==> src/rtl/sample_dma_pkg.sv <==
// Register map, FSM state encoding and STATUS layout shared by sample_dma and its bench.
// No logic; the helper packs STATUS fields into the 32-bit register image.
package sample_dma_pkg;

  localparam logic [4:0] SDMA_CTRL   = 5'h00;
  localparam logic [4:0] SDMA_START  = 5'h04;
  localparam logic [4:0] SDMA_END    = 5'h08;
  localparam logic [4:0] SDMA_PTR    = 5'h0C;
  localparam logic [4:0] SDMA_STATUS = 5'h10;

  localparam int CTRL_ENABLE   = 0;
  localparam int CTRL_CIRCULAR = 1;

  localparam int STAT_BUSY      = 0;
  localparam int STAT_DONE      = 1;
  localparam int STAT_WRAPPED   = 2;
  localparam int STAT_COUNT_LSB = 16;

  typedef enum logic [2:0] {
    S_IDLE  = 3'd0,
    S_FETCH = 3'd1,
    S_LATCH = 3'd2,
    S_WRITE = 3'd3,
    S_DONE  = 3'd4
  } sdma_state_t;

  function automatic logic [31:0] sdma_status(input logic st_busy, input logic st_done,
                                              input logic st_wrapped, input logic [15:0] st_count);
    logic [31:0] s;
    s = '0;
    s[STAT_BUSY]               = st_busy;
    s[STAT_DONE]               = st_done;
    s[STAT_WRAPPED]            = st_wrapped;
    s[STAT_COUNT_LSB +: 16]    = st_count;
    return s;
  endfunction

endpackage

==> src/rtl/sample_dma.sv <==
// Streams sample-FIFO words into SDRAM writes over [START,END); ring wrap only with SAMPLE_DMA_CIRCULAR_EN.
// fifo_rd to wvalid is 2 cycles, 3 cycles/word minimum; write held until wready, empty FIFO stalls losslessly.
module sample_dma
  import sample_dma_pkg::*;
#(
  parameter int AW = 24
) (
  input  logic          clk,
  input  logic          rst,
  input  logic [15:0]   fifo_rd_data,
  input  logic          fifo_empty,
  output logic          fifo_rd,
  output logic [AW-1:0] awaddr,
  output logic [15:0]   wdata,
  output logic          wvalid,
  input  logic          wready,
  input  logic [4:0]    cfg_waddr,
  input  logic [31:0]   cfg_wdata,
  input  logic          cfg_wvalid,
  input  logic [4:0]    cfg_araddr,
  input  logic          cfg_arvalid,
  output logic [31:0]   cfg_rdata,
  output logic          cfg_rvalid
);

`ifdef SAMPLE_DMA_CIRCULAR_EN
  localparam logic CIRC_EN = 1'b1;
`else
  localparam logic CIRC_EN = 1'b0;
`endif

  sdma_state_t   state, state_nxt;
  logic          enable;
  logic          circular;
  logic [AW-1:0] start_addr;
  logic [AW-1:0] end_addr;
  logic [AW-1:0] ptr;
  logic [AW-1:0] ptr_inc;
  logic          done;
  logic          wrapped;
  logic [15:0]   count;
  logic          busy;
  logic          win_empty;
  logic          hit_end;
  logic          start_req;
  logic [31:0]   rd_mux;
  logic          unused_cfg;

  assign busy      = (state == S_FETCH) || (state == S_LATCH) || (state == S_WRITE);
  assign win_empty = (end_addr <= start_addr);
  assign ptr_inc   = ptr + AW'(1);
  assign hit_end   = (ptr_inc == end_addr);
  assign start_req = cfg_wvalid && (cfg_waddr == SDMA_CTRL) && cfg_wdata[CTRL_ENABLE] && !busy;
  assign unused_cfg = ^cfg_wdata[31:AW];

  always_ff @(posedge clk) begin
    if (rst) state <= S_IDLE;
    else     state <= state_nxt;
  end

  always_comb begin
    state_nxt = state;
    fifo_rd   = 1'b0;
    case (state)
      S_IDLE, S_DONE: begin
        if (start_req) state_nxt = S_FETCH;
      end
      S_FETCH: begin
        if (win_empty)        state_nxt = S_DONE;
        else if (!enable)     state_nxt = S_IDLE;
        else if (!fifo_empty) begin
          fifo_rd   = 1'b1;
          state_nxt = S_LATCH;
        end
      end
      S_LATCH: state_nxt = S_WRITE;
      S_WRITE: begin
        if (wready) begin
          if (hit_end && !circular) state_nxt = S_DONE;
          else if (!enable)         state_nxt = S_IDLE;
          else                      state_nxt = S_FETCH;
        end
      end
      default: state_nxt = S_IDLE;
    endcase
  end

  // Register file and write datapath; FSM-driven updates come after CPU writes so they win.
  always_ff @(posedge clk) begin
    if (rst) begin
      enable     <= 1'b0;
      circular   <= 1'b0;
      start_addr <= '0;
      end_addr   <= '0;
      ptr        <= '0;
      done       <= 1'b0;
      wrapped    <= 1'b0;
      count      <= '0;
      awaddr     <= '0;
      wdata      <= '0;
      wvalid     <= 1'b0;
    end else begin
      if (cfg_wvalid) begin
        case (cfg_waddr)
          SDMA_CTRL: begin
            enable   <= cfg_wdata[CTRL_ENABLE];
            circular <= CIRC_EN & cfg_wdata[CTRL_CIRCULAR];
            if (start_req) begin
              ptr     <= start_addr;
              done    <= 1'b0;
              wrapped <= 1'b0;
              count   <= '0;
            end
          end
          SDMA_START: if (!busy) start_addr <= cfg_wdata[AW-1:0];
          SDMA_END:   if (!busy) end_addr   <= cfg_wdata[AW-1:0];
          default: ;
        endcase
      end

      case (state)
        S_FETCH: begin
          if (win_empty) begin
            done   <= 1'b1;
            enable <= 1'b0;
          end
        end
        S_LATCH: begin
          wdata  <= fifo_rd_data;
          awaddr <= ptr;
          wvalid <= 1'b1;
        end
        S_WRITE: begin
          if (wready) begin
            wvalid <= 1'b0;
            if (count != 16'hFFFF) count <= count + 16'd1;
            if (hit_end && circular) begin
              ptr     <= start_addr;
              wrapped <= 1'b1;
            end else begin
              ptr <= ptr_inc;
              if (hit_end) begin
                done   <= 1'b1;
                enable <= 1'b0;
              end
            end
          end
        end
        default: ;
      endcase
    end
  end

  always_comb begin
    rd_mux = '0;
    case (cfg_araddr)
      SDMA_CTRL:   rd_mux = {30'd0, circular, enable};
      SDMA_START:  rd_mux = 32'(start_addr);
      SDMA_END:    rd_mux = 32'(end_addr);
      SDMA_PTR:    rd_mux = 32'(ptr);
      SDMA_STATUS: rd_mux = sdma_status(busy, done, wrapped, count);
      default:     rd_mux = '0;
    endcase
  end

  always_ff @(posedge clk) begin
    if (rst) begin
      cfg_rvalid <= 1'b0;
      cfg_rdata  <= '0;
    end else begin
      cfg_rvalid <= cfg_arvalid;
      if (cfg_arvalid) cfg_rdata <= rd_mux;
    end
  end

endmodule

==> config.mk <==
export PLATFORM = sky130hd
export DESIGN_NAME = sample_dma
export DESIGN_NICKNAME = d
export VERILOG_FILES = /design/src/rtl/sample_dma_pkg.sv /design/src/rtl/sample_dma.sv
export SDC_FILE = /design/constraint.sdc
export NUM_CORES = 1
export LEC_CHECK = 0
export ABC_AREA = 1
export CORE_UTILIZATION = 50
export CTS_CLUSTER_SIZE = 10
export DETAILED_ROUTE_END_ITERATION = 8
export PLACE_DENSITY_LB_ADDON = 0.2
export SKIP_CTS_REPAIR_TIMING = 1
export SLEW_MARGIN = 40
export SYNTH_ARGS = -nofsm -noshare
export SYNTH_HDL_FRONTEND = slang
export SYNTH_SLANG_ARGS = --single-unit
export TNS_END_PERCENT = 50
==> constraint.sdc <==
create_clock -name clk -period 2.6 [get_ports clk]
set_clock_uncertainty 0.15 [all_clocks]
set_input_delay 0.52 -clock clk [delete_from_list [all_inputs] [get_ports clk]]
set_output_delay 0.52 -clock clk [all_outputs]
set_load 0.05 [all_outputs]
# After elaboration in Yosys (flattened, before gate mapping)
# Cells that the tools add are included.
[op_classes] add_sub_neg=2 n_reduce_logical=15 n_eq_ne=15 n_lt_le_gt_ge=1 multipliers=0 mux=39 bitwise_logic=1 shift=0 div=0
[ops] cell="$pmux W32 S5" n=1
[ops] cell="$mux W24" n=5
[ops] cell="$mux W16" n=6
[ops] cell="$add A24 B1 Y24 const B" n=1
[ops] cell="$eq A24 B24 Y1" n=1
[ops] cell="$le A24 B24 Y1" n=1
[ops] cell="$mux W3" n=6
[ops] cell="$mux W1" n=17
[ops] cell="$add A16 B1 Y16 const B" n=1
[ops] cell="$ne A16 B16 Y1 const B" n=1
[ops] cell="$eq A5 B4 Y1 const B" n=3
[ops] cell="$pmux W3 S4" n=1
[ops] cell="$eq A5 B3 Y1 const B" n=2
[ops] cell="$logic_not A5 Y1" n=2
[ops] cell="$reduce_and A3 Y1" n=3
[ops] cell="$eq A3 B2 Y1 const B" n=2
[ops] cell="$pmux W1 S2" n=3
[ops] cell="$eq A5 B5 Y1 const B" n=1
[ops] cell="$ne A2 B2 Y1 const B" n=2
[ops] cell="$ne A4 B4 Y1 const B" n=1
[ops] cell="$eq A3 B1 Y1 const B" n=1
[ops] cell="$eq A3 B3 Y1 const B" n=1
[ops] cell="$logic_and A1 B1 Y1" n=3
[ops] cell="$logic_not A3 Y1" n=1
[ops] cell="6 further kinds" n=7
[totals] mem_bits_ro=0 latchBits=0 reg_bits=167 word_cells=85 memories=0 input_bits=64 mem_bits_rw=0

# Depth between registers and ports, before layout
# Gate-level depths: netlist (run 1).
[logic_depth] word_depth=11 depth_mapped=19

# Least setup slack after synthesis (run 1)
# No wires, ideal clock.
[synth_path] path_type="reg2out" start="reg start_addr[15]" end="out fifo_rd" path_stages_with_launch=13 required_ps=1930 arrival_ps=2071 setup_slack_ps=-141 path_cell_list="dfxtp_1 inv_1 ha_1 nand2_1 nor2_1 nand4_1 nor3_1 nand2_1 nand3_1 nand2_1 inv_1 nand3_1 nor2_1"
[synth_via] elab_chain_cells=3
[synth_lines] element="start, declared" line_no="sample_dma.sv:35" rtl="logic [AW-1:0] start_addr;"
[synth_lines] element="start signal, assigned" line_no="sample_dma.sv:115" rtl="SDMA_START: if (!busy) start_addr <= cfg_wdata[AW-1:0];"
[synth_lines] element="$le A24 B24 Y1" line_no="sample_dma.sv:50" rtl="assign win_empty = (end_addr <= start_addr);"
[synth_lines] element="$mux W1" line_no="sample_dma.sv:69" rtl="if (win_empty) state_nxt = S_DONE;"
[synth_lines] element="$mux W1" line_no="sample_dma.sv:64" rtl="case (state)"
[synth_lines] element="end, declared" line_no="sample_dma.sv:12" rtl="output logic fifo_rd,"
# Every way passes these cells.

# Final worst setup path (run 1)
[layout_path] start="reg start_addr[11]" end="out fifo_rd"
# Same word-level chain as after synthesis.

==> results of run 1 <==
==> final timing paths <==
| check | start | to | slack (ns) | cells after the start |
|---|---|---|---|---|
| worst max register to register | ptr[0] | state[2] | 0.10 | 14 |
| worst min register to register | awaddr[2] | awaddr[2] | 0.29 | 2 |
| worst max-delay path | start_addr[11] | fifo_rd | -0.35 | 13 |
| worst min-delay path | awaddr[2] | awaddr[2] | 0.29 | 2 |
==> registers in the layout, summed over array words and instances (netlist names) <==
| signal | count |
|---|---|
| wvalid | 1 |
| start_addr | 24 |
| state | 3 |
| end_addr | 24 |
| wdata | 16 |
| awaddr | 24 |
| ptr | 24 |
| cfg_rvalid | 1 |
| enable | 1 |
| done | 1 |
| cfg_rdata | 32 |
| count | 16 |
==> routing by layer <==
| layer | track usage, % | vias up | part of all wire (%) |
|---|---|---|---|
| met5 | 0 | - | 0 |
| met4 | 9.86 | 0 | 2.2 |
| met3 | 7.37 | 50 | 9.4 |
| met2 | 44.7 | 439 | 42 |
| met1 | 42.1 | 4146 | 46 |
| li1 | - | 4614 | - |
==> worst max-delay path, delay by kind of cell, from the launching register on <==
family                   cells  cell delay [ns]
buffers and inverters        4             0.38
AND/OR/NAND/NOR              8             0.84
adder cells (fa/ha/maj)      1             0.29
flip-flops                   1             0.32
==> cells in the mapped netlist, drive strengths merged <==
master   count
a211oi       7
o41ai        1
nor4         3
a31oi        6
a311oi       1
nor2       101
xor3         1
buf         10
a22o         1
nor3         9
and3         1
o22ai       16
xor2         7
o21ai      156
o211ai       8
nand3b       1
ha          26
o2111ai      7
nand2      300
a22oi        1
a221oi       1
a21oi      163
xnor3        1
o21bai       3
o221ai       1
nand4       15
dfxtp      167
inv        179
clkbuf      53
nand3       64
xnor2        2
==> stage by stage <==
step | hold WS, ns | area [um^2] | power, uW | instances | util [%]
6_report | 0.291 | 11600 | 5830 | 1696 | 67.0
2_1_floorplan | 0.299 | 8900 | 2880 | 1312 | -
4_1_cts | 0.297 | 11400 | 5820 | 1692 | 65.7
3_5_place_dp | 0.286 | 10800 | 3080 | 1660 | 62.0
5_1_grt | 0.309 | 11600 | 6010 | 1696 | 67.0
3_3_place_gp | 0.280 | 10800 | 3070 | 1660 | 62.0
==> logic make-up after synthesis <==
logic type / synth area share (%)
and+or+nand+nor: 24.6
AOI/OAI and AO/OA: 22.4
buffers and inverters: 10.4
DFF: 37.6
adders and majority gates: 3.66
xor gates and xnor gates: 1.42
==> power breakdown <==
part / internal, uW / switching, uW / total [uW]
clock: 1630 / 1140 / 2770
sequential: 2580 / 17.1 / 2600
combinational: 199 / 267 / 466
total: 4410 / 1420 / 5830
==> area by class of cell <==
class / instances / area share (%)
Inverter: 179 / 5.78
Timing Repair Buffer: 190 / 16.0
Multi-Input combinational cell: 903 / 41.5
Sequential cell: 167 / 28.9
Clock inverter: 15 / 1.83
Clock buffer: 17 / 3.66
Tap cell: 225 / 2.42
==> results.yml, run 1 <==
status:
  status: "complete, but fails checks"
  violations: "setup timing"
timing:
  fin_crit_sh_pct: 113
  worstMarginPinSlew_ns: 0.656
  setup-tns-final_ns: -0.345
  setup_viol: 1
  timing.final.crit_period_ns: 2.95
  setup_slack_ns: -0.345
  relSlewSlack_pct: 56.2
  final-max-slew-violation-count: 0
  fmax_mhz: 340
  hold_viol: 0
  rsz0062_at_grt: "yes"
final_layout:
  multi_input_area_um2: 4820
  layout_commonest_cell: "nand2_1"
  layout_common_cells: "284 x nand2_1, 166 x inv_1, 160 x a21oi_1, 156 x dfxtp_1, 152 x o21ai_0"
  drive_gt1_share_pct: 12.2
  final-seq-area_um2: 3360
  antenna_cells: 0
  area_growth_pct: 30.7
  fill_cells: 1569
  nets: 1548
global_route:
  grt_start_max_net_pins: 63
  grt_overflow_total: 0
  grt_pass1_wl_um: 42400
  antenna_found_initial: 0
  grt_usage_pct: 30.0
  grt_pass1_vias: 8287
floorplanning:
  die_height_um: 135
  rows: 48
  initial_core_util_pct: 51.2
  dieWidth_um: 135
  core_area_um2: 17400
  die-area_um2: 18300
  io_pins: 139
place:
  routabilityCongestion: 0.966
  numPortBuffers: 130
  dp_hpwl_um: 19100
  post-place-ws_ns: -0.00491
clock_network:
  clk_latency_ns: 0.44
  numCtsBuffers: 17
  cts.clk_slew.worst_paths_ns: 0.06
  htree_num_levels: 4
  root_buffer: "clkbuf_16"
  cts_tree: "done"
  clock-sinks: 167
  clockBufferDepth: 2
yosys:
  netlist_area_um2: 8890
  ys_types: 48
  ys_seq_area_share_pct: 37.6
  synth_area_leaders: "dfxtp_1 38%, nand2_1 12%, a21oi_1 9.1%"
  synthesis.nets: 1402
  yosysTopAreaCellShare_pct: 37.6
  synth.avg_cell_area_um2: 6.78
  yosys.area.top_type: "dfxtp_1"
  netlist_instances: 1312
  ys_warn_count: 0
  ys_ff_latch: 167
detailed_routing:
  wirelength_um: 27200
  drc: 0
  vias_per_cell: 5.45
  wl_per_cell_um: 16.0
  first_pass_iters: 5
  vias: 9249
  drt-initial-drc-count: 826
  antenna_left: 0
run:
  max_cap_violations: 0
hold_path:
  hp-class: "flip-flop to flip-flop"
setup_path:
  path_max_fanout: 4
  crit_required_ns: 1.93
  critical_path.slowest_cell: "dfxtp_1"
  cpPeakStageDelay_ns: 0.32
  critPathKind: "flip-flop to primary output"
  cp-start-kind: "flip-flop"
  cp-end-kind: "primary output"
  arrival_ns: 2.28
  worstPathCellList: "inv_1 > ha_4 > nand2_1 > inv_1 > nand4_1 > nor3_2 > nand2_1 > nand3_2 > nand2_2 > inv_2 > nand3_4 > nor2_4 > buf_12"
power_and_ir_drop:
  leakagePower_uw: 0.00452
  peakVddDrop_mv: 0.473
  powerDensity_nw_per_um2: 502
No activity file was read; power rests on OpenSTA's default activity.
==> inputs of run 2 (changes only) <==
--- a/config.mk
+++ b/config.mk
@@ -9,7 +9,7 @@
 export CORE_UTILIZATION = 50
 export CTS_CLUSTER_SIZE = 10
 export DETAILED_ROUTE_END_ITERATION = 8
-export PLACE_DENSITY_LB_ADDON = 0.2
+export PLACE_DENSITY_LB_ADDON = 0.3
 export SKIP_CTS_REPAIR_TIMING = 1
 export SLEW_MARGIN = 40
 export SYNTH_ARGS = -nofsm -noshare
==> run 2 against run 1 <==
The run still ends with setup timing left. Non-clock buffer count is 9 higher. Global-route usage is 0.51 points lower. Total power is 3.3% lower. Largest cell class unchanged. Largest power group is now registers.
==> results.yml, run 2 (same netlist as run 1, synthesis figures left out) <==
status:
  status: "complete, but fails checks"
  violations: "setup timing"
timing:
  timing.final.crit_period_ns: 3.00
  setup_slack_ns: -0.403
  hold_viol: 0
  rsz0062_at_grt: "yes"
  final-max-slew-violation-count: 0
  relSlewSlack_pct: 58.6
  worstMarginPinSlew_ns: 0.620
  fmax_mhz: 333
  setup_viol: 1
  fin_crit_sh_pct: 115
run:
  max_cap_violations: 0
final_layout:
  fill_cells: 1569
  largest_reg_flops: 32
  instances_no_fill: 1705
  layout_common_cells: "282 x nand2_1, 170 x inv_1, 162 x a21oi_1, 154 x dfxtp_1, 152 x o21ai_0"
  area_growth_pct: 30.3
  nets: 1557
  layout_commonest_cell: "nand2_1"
  final_core_util_pct: 66.8
  antenna_cells: 0
  regMostFlops: "cfg_rdata"
  drive_gt1_share_pct: 12.4
hold_path:
  hp-class: "flip-flop to flip-flop"
floorplanning:
  die-area_um2: 18300
  initial_core_util_pct: 51.2
  core_area_um2: 17400
  rows: 48
  io_pins: 139
  dieWidth_um: 135
  die_height_um: 135
place:
  routabilityCongestion: 0.897
  dp.cells: 1669
  dp_hpwl_um: 19300
  numPortBuffers: 130
  post-place-ws_ns: -0.0133
detailed_routing:
  wl_per_cell_um: 15.6
  antenna_left: 0
  drc: 0
  drt-initial-drc-count: 938
  wirelength_um: 26600
  vias: 9204
  first_pass_iters: 6
  vias_per_cell: 5.40
clock_network:
  cts.clk_slew.worst_paths_ns: 0.07
  root_buffer: "clkbuf_16"
  cts_tree: "done"
  clockBufferDepth: 2
  clock-sinks: 167
  htree_num_levels: 4
  clk_latency_ns: 0.44
  numCtsBuffers: 17
setup_path:
  critPathKind: "flip-flop to primary output"
  crit_required_ns: 1.93
  arrival_ns: 2.33
  cp-end-kind: "primary output"
  path_max_fanout: 2
  cp-start-kind: "flip-flop"
power_and_ir_drop:
  switching_share_pct: 25.6
  peakVddDrop_mv: 0.419
  p_seq_share_pct: 46.1
  powerDensity_nw_per_um2: 487
  total_power_uw: 5640
  switchingPower_uw: 1440
  leakagePower_uw: 0.00449
  clockPowerShare_pct: 45.3
  p_comb_share_pct: 8.7
  p_int_uw: 4200
global_route:
  grt_usage_pct: 29.5
  grt_start_max_net_pins: 52
  grt_pass1_vias: 8077
  grt_pass1_wl_um: 41600
  grt_overflow_total: 0
  antenna_found_initial: 0
-- run 2: metal layers --
| metal | global-route usage (%) | share of wire (%) | vias to the layer above |
|---|---|---|---|
| met1 | 41.4 | 46 | 4114 |
| met3 | 5.01 | 8.6 | 51 |
| li1 | - | - | 4637 |
| met2 | 44.8 | 43 | 402 |
| met4 | 11.6 | 2.9 | 0 |
| met5 | 0 | 0 | - |
-- run 2: layout make-up --
type	instances	area [um^2]	share of cell area, %
Inverter	179	672	5.80
Clock inverter	13	135	1.17
Tap cell	225	282	2.43
Multi-Input combinational cell	903	4780	41.2
Timing Repair Buffer	199	1910	16.5
Clock buffer	19	453	3.91
Sequential cell	167	3360	29.0
-- run 2: worst paths after layout --
kind,to,start,cells after the start,slack (ns)
max reg2reg,count[10],count[0],11,0.19
min reg2reg,awaddr[17],awaddr[17],2,0.29
max,fifo_rd,start_addr[14],14,-0.40
min,awaddr[17],awaddr[17],2,0.29
-- run 2: worst max-delay path, stage by stage (launching register included) --
cell and delay [ns]:
dfxtp_2 0.32, inv_2 0.04, ha_4 0.26, nand2_2 0.04, nor2_2 0.11, nand4_1 0.10, nor3_2 0.18, buf_4 0.14
nand2_2 0.05, nand3_2 0.09, nand2_2 0.07, inv_2 0.08, nand3_4 0.09, nor2_4 0.14, buf_12 0.14
-- run 2: through the flow --
stage	instance area (um^2)	TNS [ns]	hold WS [ns]
CTS	11400	-0.545	0.294
detailed placement	10800	-0.0133	0.284
finish	11600	-0.403	0.290
global route	11600	-0.545	0.306
global placement	10800	-0.00206	0.279
floorplan	8900	0	0.299
-- run 2: power groups by stage --
stage	clock network [uW]	logic [uW]	registers, uW
CTS	2570	435	2600
finish	2550	489	2600
floorplan	0	205	2680
global route	2660	531	2600
detailed placement	0	431	2660
global placement	0	427	2650
==> inputs of run 3 (changes only) <==
--- a/config.mk
+++ b/config.mk
@@ -6,10 +6,10 @@
 export NUM_CORES = 1
 export LEC_CHECK = 0
 export ABC_AREA = 1
-export CORE_UTILIZATION = 50
+export CORE_UTILIZATION = 49
 export CTS_CLUSTER_SIZE = 10
 export DETAILED_ROUTE_END_ITERATION = 8
-export PLACE_DENSITY_LB_ADDON = 0.3
+export PLACE_DENSITY = 0.84
 export SKIP_CTS_REPAIR_TIMING = 1
 export SLEW_MARGIN = 40
 export SYNTH_ARGS = -nofsm -noshare
==> constraint.sdc (replaced) <==
create_clock -name clk -period 2.44 [get_ports clk]
set_clock_uncertainty 0.15 [all_clocks]
set_input_delay 0.488 -clock clk [delete_from_list [all_inputs] [get_ports clk]]
set_output_delay 0.488 -clock clk [all_outputs]
set_load 0.05 [all_outputs]
==> run 3 against run 2 <==
The run still ends with setup timing left. First-iteration DRC count is 24% higher. Clock-buffer cell count is 1 lower. Routed wire length is 7.5% higher. Register-to-register slack worse by 0.19 ns. Final area is 3.8% higher. Total power is 9.7% higher. Die area is 2.0% higher. Critical endpoint unchanged. Largest power group is now clock.
==> results.yml, run 3 (same netlist as run 1, synthesis figures left out) <==
final_layout:
  instances_no_fill: 1733
  final-seq-area_um2: 3380
  layout_commonest_cell: "nand2_1"
  largest_reg_flops: 32
  multi_input_area_um2: 4960
  nets: 1585
  antenna_cells: 0
  layout_common_cells: "271 x nand2_1, 164 x inv_1, 161 x a21oi_1, 151 x o21ai_0, 139 x dfxtp_1"
  regMostFlops: "cfg_rdata"
  final_core_util_pct: 68.6
  fin_area_um2: 12000
  area_growth_pct: 35.3
  fill_cells: 1413
  drive_gt1_share_pct: 17.4
floorplanning:
  core_area_um2: 17500
  io_pins: 139
  initial_core_util_pct: 50.7
  dieWidth_um: 137
  die_height_um: 137
  die-area_um2: 18700
  rows: 48
power_and_ir_drop:
  switchingPower_uw: 1570
  leakagePower_uw: 0.00472
  powerDensity_nw_per_um2: 514
  p_comb_share_pct: 8.7
  switching_share_pct: 25.3
  p_int_uw: 4620
  clockPowerShare_pct: 46.6
  p_seq_share_pct: 44.7
  peakVddDrop_mv: 0.523
  total_power_uw: 6190
timing:
  fmax_mhz: 328
  hold_viol: 0
  timing.final.crit_period_ns: 3.05
  fin_crit_sh_pct: 125
  rsz0062_at_grt: "yes"
  relSlewSlack_pct: 59.5
  setup_slack_ns: -0.608
  worstMarginPinSlew_ns: 0.608
  setup-tns-final_ns: -0.610
  final-max-slew-violation-count: 0
  setup_viol: 2
detailed_routing:
  first_pass_iters: 6
  vias_per_cell: 5.61
  met2_length_um: 12700
  route.met3.wl_um: 2980
  wl_per_cell_um: 16.5
  wl_met1_um: 11800
  drc: 0
  antenna_left: 0
  drt-initial-drc-count: 1161
  vias: 9720
  highest_layer: "met4"
  wirelength_um: 28700
clock_network:
  clock-sinks: 167
  numCtsBuffers: 17
  clk_latency_ns: 0.44
  htree_num_levels: 4
  clockBufferDepth: 2
  root_buffer: "clkbuf_16"
  cts.clk_slew.worst_paths_ns: 0.07
  cts_tree: "done"
run:
  max_cap_violations: 0
place:
  dp_hpwl_um: 19400
  routabilityCongestion: 0.911
  dp.cells: 1678
  numPortBuffers: 130
  dpl-instance-area_um2: 10900
setup_path:
  critical_path.slowest_cell: "dfxtp_1"
  path_max_fanout: 2
  cp-start-kind: "flip-flop"
  r2r_cells: 12
  ff2ff_setup_slack_ns: 0
  critPathKind: "flip-flop to primary output"
  crit_required_ns: 1.80
  r2r_end: "state[1]"
  rr_startpoint: "start_addr[2]"
  cp-end-kind: "primary output"
  cpPeakStageDelay_ns: 0.34
  worstPathCellList: "inv_1 > ha_1 > nand2_1 > buf_4 > nor2_1 > nand3_1 > nand2_2 > inv_2 > nand3_4 > nor2_4 > buf_12"
  arrival_ns: 2.41
global_route:
  antenna_found_initial: 0
  grt_overflow_total: 0
  grt_usage_pct: 29.0
  grt_start_max_net_pins: 77
  grt_pass1_wl_um: 41800
  grt_pass1_vias: 8490
hold_path:
  hp-class: "flip-flop to flip-flop"
  min_delay_path_depth: 2
  min_from: "awaddr[21]"
  whs_endpoint: "awaddr[21]"
status:
  status: "complete, but fails checks"
  violations: "setup timing"
run 3: layer usage:
| layer | global-route usage (%) | up-vias |
|---|---|---|
| met4 | 12.8 | 0 |
| met5 | 0 | - |
| met2 | 45.9 | 564 |
| met3 | 5.78 | 113 |
| li1 | - | 4692 |
| met1 | 38.2 | 4351 |
run 3: worst max path at each step:
stage / start / endpoint / cells past startpoint
floorplan: start_addr[15] / fifo_rd / 12
detailed placement: start_addr[23] / fifo_rd / 11
finish: start_addr[2] / fifo_rd / 11
global route: start_addr[3] / fifo_rd / 11
global placement: start_addr[23] / fifo_rd / 11
CTS: start_addr[23] / fifo_rd / 11
run 3: critical path: cells and delay by family (launching register included):
kind          cells  cell delay (ns)
simple gates      6             0.92
buf+inv           4             0.41
flops             1             0.34
fa+ha+maj         1             0.30
run 3: cell type report:
cell class / instances / area share (%)
sequential: 167 / 28.1
timing repair buffer: 226 / 17.6
multi-input combinational: 904 / 41.2
clock buffer: 18 / 3.57
tap: 225 / 2.34
clock inverter: 14 / 1.56
inverter: 179 / 5.58
run 3: through the flow:
stage                     hold slack, ns  setup WS, ns
after floorplan                    0.299        0.0630
after global placement             0.279        -0.102
after detailed placement           0.285        -0.120
after CTS                          0.295        -0.618
after global routing               0.306        -0.688
final                              0.291        -0.608
run 3: power groups by stage:
stage	Combinational, uW	Sequential (uW)	Clock, uW
finish	540	2770	2880
floorplan	218	2850	0
global placement	471	2830	0
global route	584	2770	3020
detailed placement	480	2830	0
CTS	483	2770	2900
